`src/rtl/bayer_wb_gain.sv`:
```
// Black-level subtraction and per-channel white-balance gain for a raw BGBG/GRGR
// Bayer stream, with per-frame channel sums for the AWB loop. Three-cycle pipeline.
module bayer_wb_gain #(
  parameter int GAIN_W = 10,
  parameter int ACC_W  = 32
) (
  input  logic              clock,
  input  logic              reset_n,
  input  logic              vs_i,
  input  logic              hs_i,
  input  logic              de_i,
  input  logic [7:0]        bayer_i,
  input  logic              wb_en_i,
  input  logic [7:0]        blc_i,
  input  logic [GAIN_W-1:0] gain_r_i,
  input  logic [GAIN_W-1:0] gain_g_i,
  input  logic [GAIN_W-1:0] gain_b_i,
  output logic              vs_o,
  output logic              hs_o,
  output logic              de_o,
  output logic [7:0]        bayer_o,
  output logic [ACC_W-1:0]  sum_r_o,
  output logic [ACC_W-1:0]  sum_g_o,
  output logic [ACC_W-1:0]  sum_b_o,
  output logic              stat_valid_o
);

  localparam int PW = 8 + GAIN_W;
  localparam logic [GAIN_W-1:0] UNITY = GAIN_W'(256);
  localparam logic [1:0] TAG_B = 2'd0;
  localparam logic [1:0] TAG_G = 2'd1;
  localparam logic [1:0] TAG_R = 2'd2;

  logic              vs_d_q, vs_d_d;
  logic              de_d_q, de_d_d;
  logic              line_par_q, line_par_d;
  logic              pix_par_q, pix_par_d;
  logic [7:0]        blc_sh_q, blc_sh_d;
  logic [GAIN_W-1:0] gain_r_sh_q, gain_r_sh_d;
  logic [GAIN_W-1:0] gain_g_sh_q, gain_g_sh_d;
  logic [GAIN_W-1:0] gain_b_sh_q, gain_b_sh_d;

  // sync bundles are {vs, hs, de}
  logic [2:0]        sync1_q, sync1_d;
  logic [7:0]        d1_q, d1_d;
  logic [1:0]        tag1_q, tag1_d;
  logic [GAIN_W-1:0] gain1_q, gain1_d;
  logic [2:0]        sync2_q, sync2_d;
  logic [PW-1:0]     p2_q, p2_d;
  logic [1:0]        tag2_q, tag2_d;
  logic [2:0]        sync3_q, sync3_d;
  logic [7:0]        bayer_q, bayer_d;
  logic [1:0]        tag3_q, tag3_d;
  logic              vs_o_d_q, vs_o_d_d;
  logic              stat_valid_q, stat_valid_d;

  logic [ACC_W-1:0]  acc_q [0:2];
  logic [ACC_W-1:0]  acc_d [0:2];
  logic [ACC_W-1:0]  sum_q [0:2];
  logic [ACC_W-1:0]  sum_d [0:2];

  logic              vs_rise, de_fall, vs_o_rise;
  logic [PW:0]       rnd;
  logic [PW-8:0]     scaled;

  always_comb begin
    vs_rise   = vs_i & ~vs_d_q;
    de_fall   = de_d_q & ~de_i;
    vs_d_d    = vs_i;
    de_d_d    = de_i;

    line_par_d = line_par_q;
    if (vs_rise)
      line_par_d = 1'b0;
    else if (de_fall)
      line_par_d = ~line_par_q;
    pix_par_d = de_i ? ~pix_par_q : 1'b0;

    blc_sh_d    = blc_sh_q;
    gain_r_sh_d = gain_r_sh_q;
    gain_g_sh_d = gain_g_sh_q;
    gain_b_sh_d = gain_b_sh_q;
    if (vs_rise) begin
      blc_sh_d    = wb_en_i ? blc_i    : 8'd0;
      gain_r_sh_d = wb_en_i ? gain_r_i : UNITY;
      gain_g_sh_d = wb_en_i ? gain_g_i : UNITY;
      gain_b_sh_d = wb_en_i ? gain_b_i : UNITY;
    end

    // Stage 1: black level, channel tag and gain selection from the current phase
    sync1_d = {vs_i, hs_i, de_i};
    d1_d    = (bayer_i > blc_sh_q) ? (bayer_i - blc_sh_q) : 8'd0;
    case ({line_par_q, pix_par_q})
      2'b00:   begin tag1_d = TAG_B; gain1_d = gain_b_sh_q; end
      2'b11:   begin tag1_d = TAG_R; gain1_d = gain_r_sh_q; end
      default: begin tag1_d = TAG_G; gain1_d = gain_g_sh_q; end
    endcase

    // Stage 2: gain multiply
    sync2_d = sync1_q;
    tag2_d  = tag1_q;
    p2_d    = PW'(d1_q) * PW'(gain1_q);

    // Stage 3: round to nearest, clamp; the pixel holds its value outside de
    sync3_d = sync2_q;
    tag3_d  = tag2_q;
    rnd     = {1'b0, p2_q} + (PW+1)'(128);
    scaled  = rnd[PW:8];
    bayer_d = bayer_q;
    if (sync2_q[0])
      bayer_d = (scaled > (PW-7)'(255)) ? 8'hFF : scaled[7:0];

    vs_o_d_d     = sync3_q[2];
    vs_o_rise    = sync3_q[2] & ~vs_o_d_q;
    stat_valid_d = vs_o_rise;
  end

  // One saturating accumulator and report register per channel
  for (genvar gi = 0; gi < 3; gi++) begin : g_acc
    logic           add;
    logic [ACC_W:0] acc_sum;

    always_comb begin
      add      = sync3_q[0] && (tag3_q == 2'(gi));
      acc_sum  = {1'b0, acc_q[gi]} + (ACC_W+1)'(bayer_q);
      acc_d[gi] = acc_q[gi];
      sum_d[gi] = sum_q[gi];
      if (vs_o_rise) begin
        sum_d[gi] = acc_q[gi];
        acc_d[gi] = add ? ACC_W'(bayer_q) : '0;
      end else if (add) begin
        acc_d[gi] = acc_sum[ACC_W] ? {ACC_W{1'b1}} : acc_sum[ACC_W-1:0];
      end
    end

    always_ff @(posedge clock or negedge reset_n) begin
      if (!reset_n) begin
        acc_q[gi] <= '0;
        sum_q[gi] <= '0;
      end else begin
        acc_q[gi] <= acc_d[gi];
        sum_q[gi] <= sum_d[gi];
      end
    end
  end

  always_ff @(posedge clock or negedge reset_n) begin
    if (!reset_n) begin
      vs_d_q       <= 1'b0;
      de_d_q       <= 1'b0;
      line_par_q   <= 1'b0;
      pix_par_q    <= 1'b0;
      blc_sh_q     <= 8'd0;
      gain_r_sh_q  <= UNITY;
      gain_g_sh_q  <= UNITY;
      gain_b_sh_q  <= UNITY;
      sync1_q      <= 3'b000;
      d1_q         <= 8'd0;
      tag1_q       <= TAG_B;
      gain1_q      <= '0;
      sync2_q      <= 3'b000;
      p2_q         <= '0;
      tag2_q       <= TAG_B;
      sync3_q      <= 3'b000;
      bayer_q      <= 8'd0;
      tag3_q       <= TAG_B;
      vs_o_d_q     <= 1'b0;
      stat_valid_q <= 1'b0;
    end else begin
      vs_d_q       <= vs_d_d;
      de_d_q       <= de_d_d;
      line_par_q   <= line_par_d;
      pix_par_q    <= pix_par_d;
      blc_sh_q     <= blc_sh_d;
      gain_r_sh_q  <= gain_r_sh_d;
      gain_g_sh_q  <= gain_g_sh_d;
      gain_b_sh_q  <= gain_b_sh_d;
      sync1_q      <= sync1_d;
      d1_q         <= d1_d;
      tag1_q       <= tag1_d;
      gain1_q      <= gain1_d;
      sync2_q      <= sync2_d;
      p2_q         <= p2_d;
      tag2_q       <= tag2_d;
      sync3_q      <= sync3_d;
      bayer_q      <= bayer_d;
      tag3_q       <= tag3_d;
      vs_o_d_q     <= vs_o_d_d;
      stat_valid_q <= stat_valid_d;
    end
  end

  assign vs_o         = sync3_q[2];
  assign hs_o         = sync3_q[1];
  assign de_o         = sync3_q[0];
  assign bayer_o      = bayer_q;
  assign sum_b_o      = sum_q[0];
  assign sum_g_o      = sum_q[1];
  assign sum_r_o      = sum_q[2];
  assign stat_valid_o = stat_valid_q;

endmodule

```
`config.mk`:
```
export PLATFORM = sky130hd
export DESIGN_NAME = bayer_wb_gain
export DESIGN_NICKNAME = d
export VERILOG_FILES = /design/src/rtl/bayer_wb_gain.sv
export SDC_FILE = /design/constraint.sdc
export NUM_CORES = 1
export LEC_CHECK = 0
export ABC_AREA = 1
export CORE_MARGIN = 2
export CORE_UTILIZATION = 59
export CTS_CLUSTER_SIZE = 40
export DETAILED_ROUTE_END_ITERATION = 6
export PLACE_DENSITY = 0.83
export SETUP_SLACK_MARGIN = 0.02
export SYNTH_ARGS = -nofsm -noshare
export SYNTH_HDL_FRONTEND = slang
export SYNTH_SLANG_ARGS = --single-unit
```
`constraint.sdc`:
```
create_clock -name clock -period 6.1 [get_ports clock]
set_clock_uncertainty 0.2 [all_clocks]
set_input_delay 0.61 -clock clock [delete_from_list [all_inputs] [get_ports clock]]
set_output_delay 0.61 -clock clock [all_outputs]
set_load 0.005 [all_outputs]
```
==> results.yml <==
finish:
  drive_gt1_share_pct: 4.30
  fin_cells: 2999
  antennaDiodeCount: 0
  n_fill_cell: 2492
  multi_input_area_um2: 9130
  register_area_um2: 7160
  nets: 2754
  area_growth_pct: 16.0
clock_network:
  cts_root_buf: "clkbuf_16"
  cts.sinks: 286
  cts_tree: "done"
  clock_path_buffers: 3
  h-tree-depth: 1
  clk_pin_slew_ps: 60
  cts_setup_buffers: 0
  numCtsBuffers: 30
  clk_latency_ps: 590
die:
  rows: 64
  initial_core_util_pct: 59.6
  ios: 160
  dieArea_um2: 32100
  core_um2: 30300
  fp.dieW_um: 179
  fp.dieH_um: 179
pwr:
  totalPowerFinal_w: 0.00645
  p_sw_w: 0.00233
  p_int_w: 0.00412
  powerDensity_nw_per_um2: 307
  clock_power_share_pct: 30.1
  p_comb_share_pct: 32.6
  power_leakage_nw: 11.2
  vdd_ir_drop_max_mv: 0.291
  swShare_pct: 36.1
  p_seq_share_pct: 37.3
drt:
  drc: 0
  wire_per_inst_um: 15.2
  dr.first_iter.drc_count: 1356
  postRouteWirelength_um: 45700
  postRouteAntennaNets: 0
  viasPerCell: 5.45
  num_vias: 16300
  firstDrtPassIters: 6
synth:
  ys_ff_latch: 286
  synthFlopType: "dfrtp_1"
  syn_inst: 2458
  syn-cell-area_um2: 18100
  synth_warnings: 0
  ys_seq_area_share_pct: 39.6
  avgSynthCellArea_um2: 7.36
  synth_fp_nets: 2632
  yosysUniqueCellTypes: 44
  synth_edf_count: 0
  ys_async_sr_fraction_pct: 100
grt:
  track_usage_pct: 29.1
  grt_pass1_wl_um: 75600
  antenna_found_initial: 0
  grt_max_degree: 137
  gr-total-overflow: 0
  first_global_vias: 15800
critical_path:
  required_ps: 6350
  worstPathArrival_ps: 4780
  crit_path_max_fanout: 10
  rrSetupSlack_ps: 1570
  crit_path_end_kind: "register"
  start_kind: "register"
  crit_type: "reg2reg"
timing:
  rsz0062_at_grt: "false"
  fmax_ghz: 0.221
  worst_pin_slew_ps: 1170
  hold_viol_final: 0
  fin_crit_ps: 4530
  final-setup-viol-count: 0
  fin_setup_tns_ps: 0
  holdWs_ps: 146
  relSlewSlack_pct: 21.5
  period_share_pct: 74.2
  layout_setup_ws_ps: 1570
  maxSlewViolCount: 0
run:
  maxCapViolations: 0
placement:
  post-place-cells: 2943
  gp_congestion: 0.956
  post-place-ws_ps: 1580
  placement.io_buffers: 159
  post-dp-hpwl_um: 33600
hold_path:
  hold_path_class: "reg2reg"
outcome:
  status: "complete, no violations"
## power groups by stage
stage / Clock, W / Combinational, W / Sequential [W]
detailed placement: 0 / 0.00208 / 0.00243
global placement: 0 / 0.00202 / 0.00242
finish: 0.00194 / 0.00210 / 0.00241
floorplan: 0 / 0.00152 / 0.00230
global route: 0.00204 / 0.00240 / 0.00243
CTS: 0.00196 / 0.00210 / 0.00240
## synth_stat cells, types with 4 or more instances
library cell | number | area share, %
nand3_2 | 12 | 0.66
nand3_1 | 217 | 6.0
nor3_4 | 6 | 0.54
buf_2 | 6 | 0.17
nor2_2 | 4 | 0.14
buf_4 | 4 | 0.17
o21bai_1 | 9 | 0.37
nand2_2 | 5 | 0.17
nor3_1 | 25 | 0.69
a21oi_1 | 42 | 1.2
nand4_1 | 25 | 0.86
xor2_1 | 23 | 1.1
buf_6 | 7 | 0.44
fa_1 | 51 | 5.6
nor2_1 | 128 | 2.7
o22ai_1 | 10 | 0.35
o21ai_1 | 11 | 0.30
buf_1 | 4 | 0.083
inv_1 | 381 | 7.9
o211ai_1 | 10 | 0.42
xnor2_1 | 14 | 0.68
clkinv_1 | 4 | 0.083
dfrtp_1 | 283 | 39
or2_2 | 5 | 0.17
clkbuf_1 | 55 | 1.1
ha_1 | 71 | 4.9
nand2_1 | 855 | 18
o21ai_0 | 158 | 4.4
## through the flow
step                util (%)  area, um2
finish                  69.2      21000
global route            69.2      21000
CTS                     69.2      21000
detailed placement      65.6      19900
global placement        65.6      19900
floorplan                  -      18100
## critical path, cell delays in order, from the launching register on
cell,delay (ps)
dfrtp_1,560
nand2_1,140
fa_1,530
fa_1,540
inv_1,50
fa_1,520
inv_1,50
fa_1,530
inv_1,50
ha_1,380
nand4_1,110
o21ai_0,410
nand3_1,170
nand3_1,120
nand2_1,60
## flip-flops by register name, indices dropped and copies added, names as in the netlist, 3 cells and up
name and count:
d1_q 8, sync1_q 3, acc_q 96, sync2_q 3
gain_r_sh_q 10, gain1_q 10, p2_q 11, sum_g_o 32
bayer_o 8, blc_sh_q 8, sum_b_o 32, gain_b_sh_q 10
gain_g_sh_q 10, sum_r_o 32, sync3_q 3
## per-layer routing
layer | global-route usage (%) | wire length, um | up-vias
met5 | 0 | 0 | -
met1 | 39.1 | 19800 | 7720
met2 | 48.8 | 21600 | 591
met4 | 8.94 | 1290 | 0
met3 | 4.28 | 3060 | 96
li1 | - | - | 7929
## final timing paths
| path | startpoint | to | depth (start not counted) |
|---|---|---|---|
| worst max-delay path | d1_q[7] | p2_q[16] | 14 |
| worst min-delay path | sync2_q[2] | sync3_q[2] | 0 |
| worst max register to register | d1_q[7] | p2_q[16] | 14 |
| worst min register to register | sync2_q[2] | sync3_q[2] | 0 |
| max in group asynchronous | reset_n | acc_q[30] | 3 |
| min in group asynchronous | reset_n | sum_r_o[22] | 2 |
## final cells by class
type / count / share of cell area (%)
inverter: 388 / 6.96
clock inverter: 9 / 0.620
tap: 396 / 2.36
clock buffer: 46 / 4.53
timing repair buffer: 166 / 7.93
sequential: 286 / 34.1
multi-input combinational: 1708 / 43.5
## cells by family after synthesis
family                   Yosys count  synth area share, %
AO/OA/AOI/OAI                    252                 7.49
XOR/XNOR                          37                 1.79
adder cells (fa/ha/maj)          122                 10.6
buffers and inverters            464                 10.0
flip-flops                       286                 39.6
AND/OR/NAND/NOR                 1297                 30.5
## timing repair
action	in CTS	in global routing
hold buffers	1	0
endpoints found under the hold margin	79	0
resized for setup	0	0
## placed cells by master, fill, tap and decap left out, drive strengths merged
master and n:
nand2 860, inv 386, dfrtp 283, nand3 229, o21ai 172, clkdlybuf4s50 158, nor2 132, ha 71
fa 51, clkbuf 46, a21oi 42, nor3 33, nand4 29, xor2 23, xnor2 14, o22ai 10
o211ai 10, o21bai 9, clkinv 8, buf 7, or2 5, nand3b 3, and2 3, dfstp 3
a31oi 2, a21o 2, a211oi 2, nor3b 2, bufinv 2, o21a 1, a31o 1, o31ai 1
and3 1, clkinvlp 1, dlygate4sd3 1
(Power assumes the default switching activity.)
==> patch 1, RTL diff (same flow settings) <==
Reset style: synchronous (`reset_n`), changed in 2 clocked blocks.
--- a/src/rtl/bayer_wb_gain.sv
+++ b/src/rtl/bayer_wb_gain.sv
@@ -133,7 +133,7 @@
       end
     end
 
-    always_ff @(posedge clock or negedge reset_n) begin
+    always_ff @(posedge clock) begin
       if (!reset_n) begin
         acc_q[gi] <= '0;
         sum_q[gi] <= '0;
@@ -144,7 +144,7 @@
     end
   end
 
-  always_ff @(posedge clock or negedge reset_n) begin
+  always_ff @(posedge clock) begin
     if (!reset_n) begin
       vs_d_q       <= 1'b0;
       de_d_q       <= 1'b0;
Function: differs if reset_n is asserted again (counterexample within 4 cycles, from zero or initial values and one cycle with reset_n low); with reset_n held inactive, the same outputs for 4 cycles.
==> patch 1 against the unedited design <==
Core utilization grew 1.9 points; synthesized area shrank 13%; design area shrank 11%; the run now ends with DRC left; routed wire length shrank 16%; global-route usage shrank 1.8 points; sequential cell count is the same; maximum frequency shrank 0.58%; largest cell class unchanged; setup slack lost 0.027 ns.
Power is not compared: it rests on default switching activity, and its combinational part moved more than twofold at a synthesized area within 25%.
==> patch 1: results (changes against the unedited design) <==
| Metric | Value |
|---|---|
| Post-Place Setup Slack | `1.518 ns (-0.06189 ns)` |
| Non-clk invs | `398 (+2.6%)` |
| # clk buffers | `42 (-8.7%)` |
| Routed WL | `38,500 um (-16%)` |
| Most frequent cells after synthesis | `nand2_1, inv_1, dfxtp_1` |
| M3 GR Usage | `3.947% (-0.34 points)` |
| Via/cell ratio | `5.395 (-0.95%)` |
| First-pass GRT wire length | `64,600 um (-15%)` |
| Data buffer area share | `8.915% (+0.99 points)` |
| Drt first pass iters | `7 (+1)` |
| Post-CTS setup buffer count | `0 (unchanged)` |
| Residual DRC | `1 (+1)` |
| M2 GR Usage | `47.45% (-1.4 points)` |
| Total nets after synthesis | `2,376 (-9.7%)` |
| DP Cell Count | `2,627 (-11%)` |
| Sequential Area | `5725 um^2 (-20%)` |
| Final HPWL DP | `28,230 um (-16%)` |
| Buffers excl. clock | `168 (+1.2%)` |
| GPL Wtd Cong | `0.8969 (-6.2%)` |
| Number of synthesized register bits | `286 (unchanged)` |
| Largest net degree at the start of global routing | `80 (-42%)` |
| Area Overhead vs Synth | `17.77%` |
| Status | `finished with violations` |
| Final Instance Area | `18,610 um^2 (-11%)` |
| Routed WL per cell | `14.36 um (-5.8%)` |
| Unique masters post-synth | `45 (+2.3%)` |
| Arrival @ worst endpoint | `4.80 ns (+0.02 ns)` |
| Clk Latency, worst-skew pair | `0.58 ns` |
| Final Power | `4188 uW` |
| Vias in the first global route | `13,660 (-13%)` |
| Failing checks | `DRC` |
| DRT iter0 DRCs | `1,227 (-9.5%)` |
| Headroom to the max-slew limit | `28.22% (+6.7 points)` |
| Placed inst area | `17,550 um^2 (-12%)` |
| Synth Area in Compound Gates | `12.23% (+4.7 points)` |
| Total GRT Usage | `27.27% (-1.8 points)` |
| Post-Synthesis Cells | `2,202 (-10%)` |
| Met3 WL | `2657 um (-13%)` |
| Clock network area share | `5.695% (+0.54 points)` |
| Ys flop type | `dfxtp_1` |
| Sequential element share of the synthesized area | `36.23% (-3.4 points)` |
| Synth top area cells | `dfxtp_1, nand2_1, inv_1` |
| Post-synthesis adder-cell area fraction | `12.08% (+1.5 points)` |
| Final #Nets | `2,498 (-9.3%)` |
| Area of the multi-input gates | `8252 um^2 (-9.6%)` |
| Fillers | `2,098 (-16%)` |
| Multi-input gates | `1,440 (-16%)` |
==> patch 1: cell types whose count changed in the layout (fill, tap and decap cells not counted), moves of 34 or more <==
cell	before	now
nand2_1	855	572
a22o_1	0	34
nand3_1	217	135
dfrtp_1	283	0
a21oi_1	42	107
dfxtp_1	0	286
==> patch 1: final timing paths <==
check                       start                    to  slack, ns  cells after the start
max            d1_q[7]$_SDFF_PN0_   p2_q[16]$_SDFF_PN0_       1.54                     18
min          tag2_q[0]$_SDFF_PN0_  tag3_q[0]$_SDFF_PN0_       0.21                      2
max reg2reg    d1_q[7]$_SDFF_PN0_   p2_q[16]$_SDFF_PN0_       1.54                     18
min reg2reg  tag2_q[0]$_SDFF_PN0_  tag3_q[0]$_SDFF_PN0_       0.21                      2
==> patch 2, RTL diff (same flow settings) <==
Made on the original files. `GAIN_W`: 10 -> 20.
--- a/src/rtl/bayer_wb_gain.sv
+++ b/src/rtl/bayer_wb_gain.sv
@@ -1,7 +1,7 @@
 // Black-level subtraction and per-channel white-balance gain for a raw BGBG/GRGR
 // Bayer stream, with per-frame channel sums for the AWB loop. Three-cycle pipeline.
 module bayer_wb_gain #(
-  parameter int GAIN_W = 10,
+  parameter int GAIN_W = 20,
   parameter int ACC_W  = 32
 ) (
   input  logic              clock,
Interface: changed (resized gain_b_i, gain_g_i and gain_r_i); port bits go from 160 to 190. The function was not compared with the original's and may differ.
==> patch 2 against the unedited design <==
Routed wire length increased by 29%; first-iteration DRC count increased by 8.8%; setup slack lost 0.43 ns; design area is 24% higher; synthesized area grew 25%; sequential cell count increased by 50; core utilization fell by 0.16 points; power increased by 27%; die area grew 25%; critical endpoint is now p2_q[26]$_DFF_PN0_; largest power group unchanged.
==> patch 2: results (changes against the unedited design) <==
| Metric | Value |
|---|---|
| FF-to-FF setup slack | `1.14 ns (-0.43 ns)` |
| CP max FO | `20 (+10)` |
| Placed inst area | `24,800 um^2 (+25%)` |
| Yosys warnings | `0 (unchanged)` |
| Met3 WL | `4089 um (+33%)` |
| Total GRT Usage | `30.66% (+1.6 points)` |
| Depth of the CTS H-tree | `2 (+1)` |
| Final #Nets | `3,386 (+23%)` |
| Worst-Margin Slew | `1.144 ns (-0.02970 ns)` |
| Port Buffers | `189 (+19%)` |
| Worst hold path class | `flip-flop to flip-flop` |
| Unique masters post-synth | `50 (+14%)` |
| FF-to-FF Start | `d1_q[6]$_DFF_PN0_` |
| CTS Hold Bufs | `1 (unchanged)` |
| DRT iter0 DRCs | `1,476 (+8.8%)` |
| Worst Hold End | `tag2_q[1]$_DFF_PN0_` |
| CTS clk-pin slew, worst paths | `0.06 ns (about the same)` |
| Status | `finished clean` |
| First-pass GRT wire length | `97,770 um (+29%)` |
| Largest net degree at the start of global routing | `147 (+7.3%)` |
| Arrival @ worst endpoint | `5.24 ns (+0.46 ns)` |
| Synth top area cells | `dfrtp_1, nand2_1, fa_1` |
| Met1 usage | `38.04% (-1.1 points)` |
| Hold Path Depth | `0 (unchanged)` |
| GPL Wtd Cong | `0.9360 (-2.1%)` |
| Via/cell ratio | `5.443 (about the same)` |
| Reg2reg end | `p2_q[26]$_DFF_PN0_` |
| Starting Density | `59.96% (+0.37 points)` |
| Post-Synthesis Cells | `2,982 (+21%)` |
| Clk root buf | `clkbuf_16` |
| Clk Latency, worst-skew pair | `0.57 ns (-0.02 ns)` |
| Routed WL per cell | `16.22 um (+6.3%)` |
| Met1 Wirelength | `23,860 um (+21%)` |
| Final HPWL DP | `44,020 um (+31%)` |
| DP Cell Count | `3,583 (+22%)` |
| M3 GR Usage | `5.343% (+1.1 points)` |
| M2 GR Usage | `53.15% (+4.4 points)` |
| Total nets after synthesis | `3,256 (+24%)` |
| Reg2Reg Depth | `18 (+4)` |
| N_diodes | `0 (unchanged)` |
| Layout cell share with drive strength beyond 1 | `4.622% (+0.32 points)` |
| P_leak | `0.01338 uW (+19%)` |
| Vias in the first global route | `20,010 (+27%)` |
| CTS buffer count | `37 (+23%)` |
| Worst min-delay path startpoint | `tag1_q[1]$_DFF_PN0_` |
| Peak VDD IR | `0.0002301 V (-21%)` |
| Fillers | `3,086 (+24%)` |
| Most frequent cells after synthesis | `nand2_1, inv_1, dfrtp_1` |
| Layout Cells excl Fill | `3,648 (+22%)` |
| Deepest clock path buffer count | `3 (unchanged)` |
| Switching Fraction | `38.44% (+2.3 points)` |
| DR WL met2 | `29,000 um (+34%)` |
| Hold WS | `0.1523 ns (+0.006116 ns)` |
| Sequential element share of the synthesized area | `37.16% (-2.4 points)` |
| Post-CTS resize count | `0 (unchanged)` |
| Max reg flops | `96 (unchanged)` |
| Top reg by flops | `acc_q` |
[patch 2: cells by family after synthesis]
| group | synth area share (%) |
|---|---|
| compound gates | 9.506 |
| xor+xnor | 2.321 |
| fa+ha+maj | 14.29 |
| buf+inv | 10.78 |
| flops | 37.16 |
| simple gates | 25.95 |
[patch 2: layout make-up]
type	instances	area (um^2)	share of cell area, %
Tap cell	511	639.4	2.454
Inverter	526	1977	7.589
Sequential cell	336	8412	32.29
Clock buffer	50	1056	4.054
Multi-Input combinational cell	2012	11800	45.29
Clock inverter	14	185.2	0.7109
Timing Repair Buffer	199	1982	7.608
[patch 2: worst max-delay path, cell delays in order, from the launching register on]
cell	delay, ns
dfrtp_1	0.82
nand2_1	0.16
fa_1	0.53
fa_1	0.56
inv_1	0.06
fa_1	0.54
inv_1	0.06
fa_1	0.53
inv_1	0.04
ha_1	0.33
nand2_1	0.09
inv_1	0.08
nand3_1	0.11
o21ai_2	0.27
nand2_1	0.08
nand2_1	0.14
nand3_1	0.09
nand2_1	0.09
xor2_1	0.14
[patch 2: power groups by stage]
stage               Combinational (uW)  Sequential [uW]  Clock [uW]
floorplan                         2200             2740           0
finish                            2930             2930        2310
detailed placement                2910             2960           0
global route                      3360             2970        2430
global placement                  2840             2950           0
CTS                               2940             2920        2330
[patch 2: worst max path at each step]
stage                         end  slack (ns)  cells after the start
2_1_floorplan  p2_q[26]$_DFF_PN0_        1.68                     19
3_3_place_gp   p2_q[26]$_DFF_PN0_        1.24                     18
3_5_place_dp   p2_q[26]$_DFF_PN0_        1.14                     18
4_1_cts        p2_q[26]$_DFF_PN0_        1.14                     18
5_1_grt        p2_q[26]$_DFF_PN0_        0.85                     18
6_report       p2_q[26]$_DFF_PN0_        1.14                     18
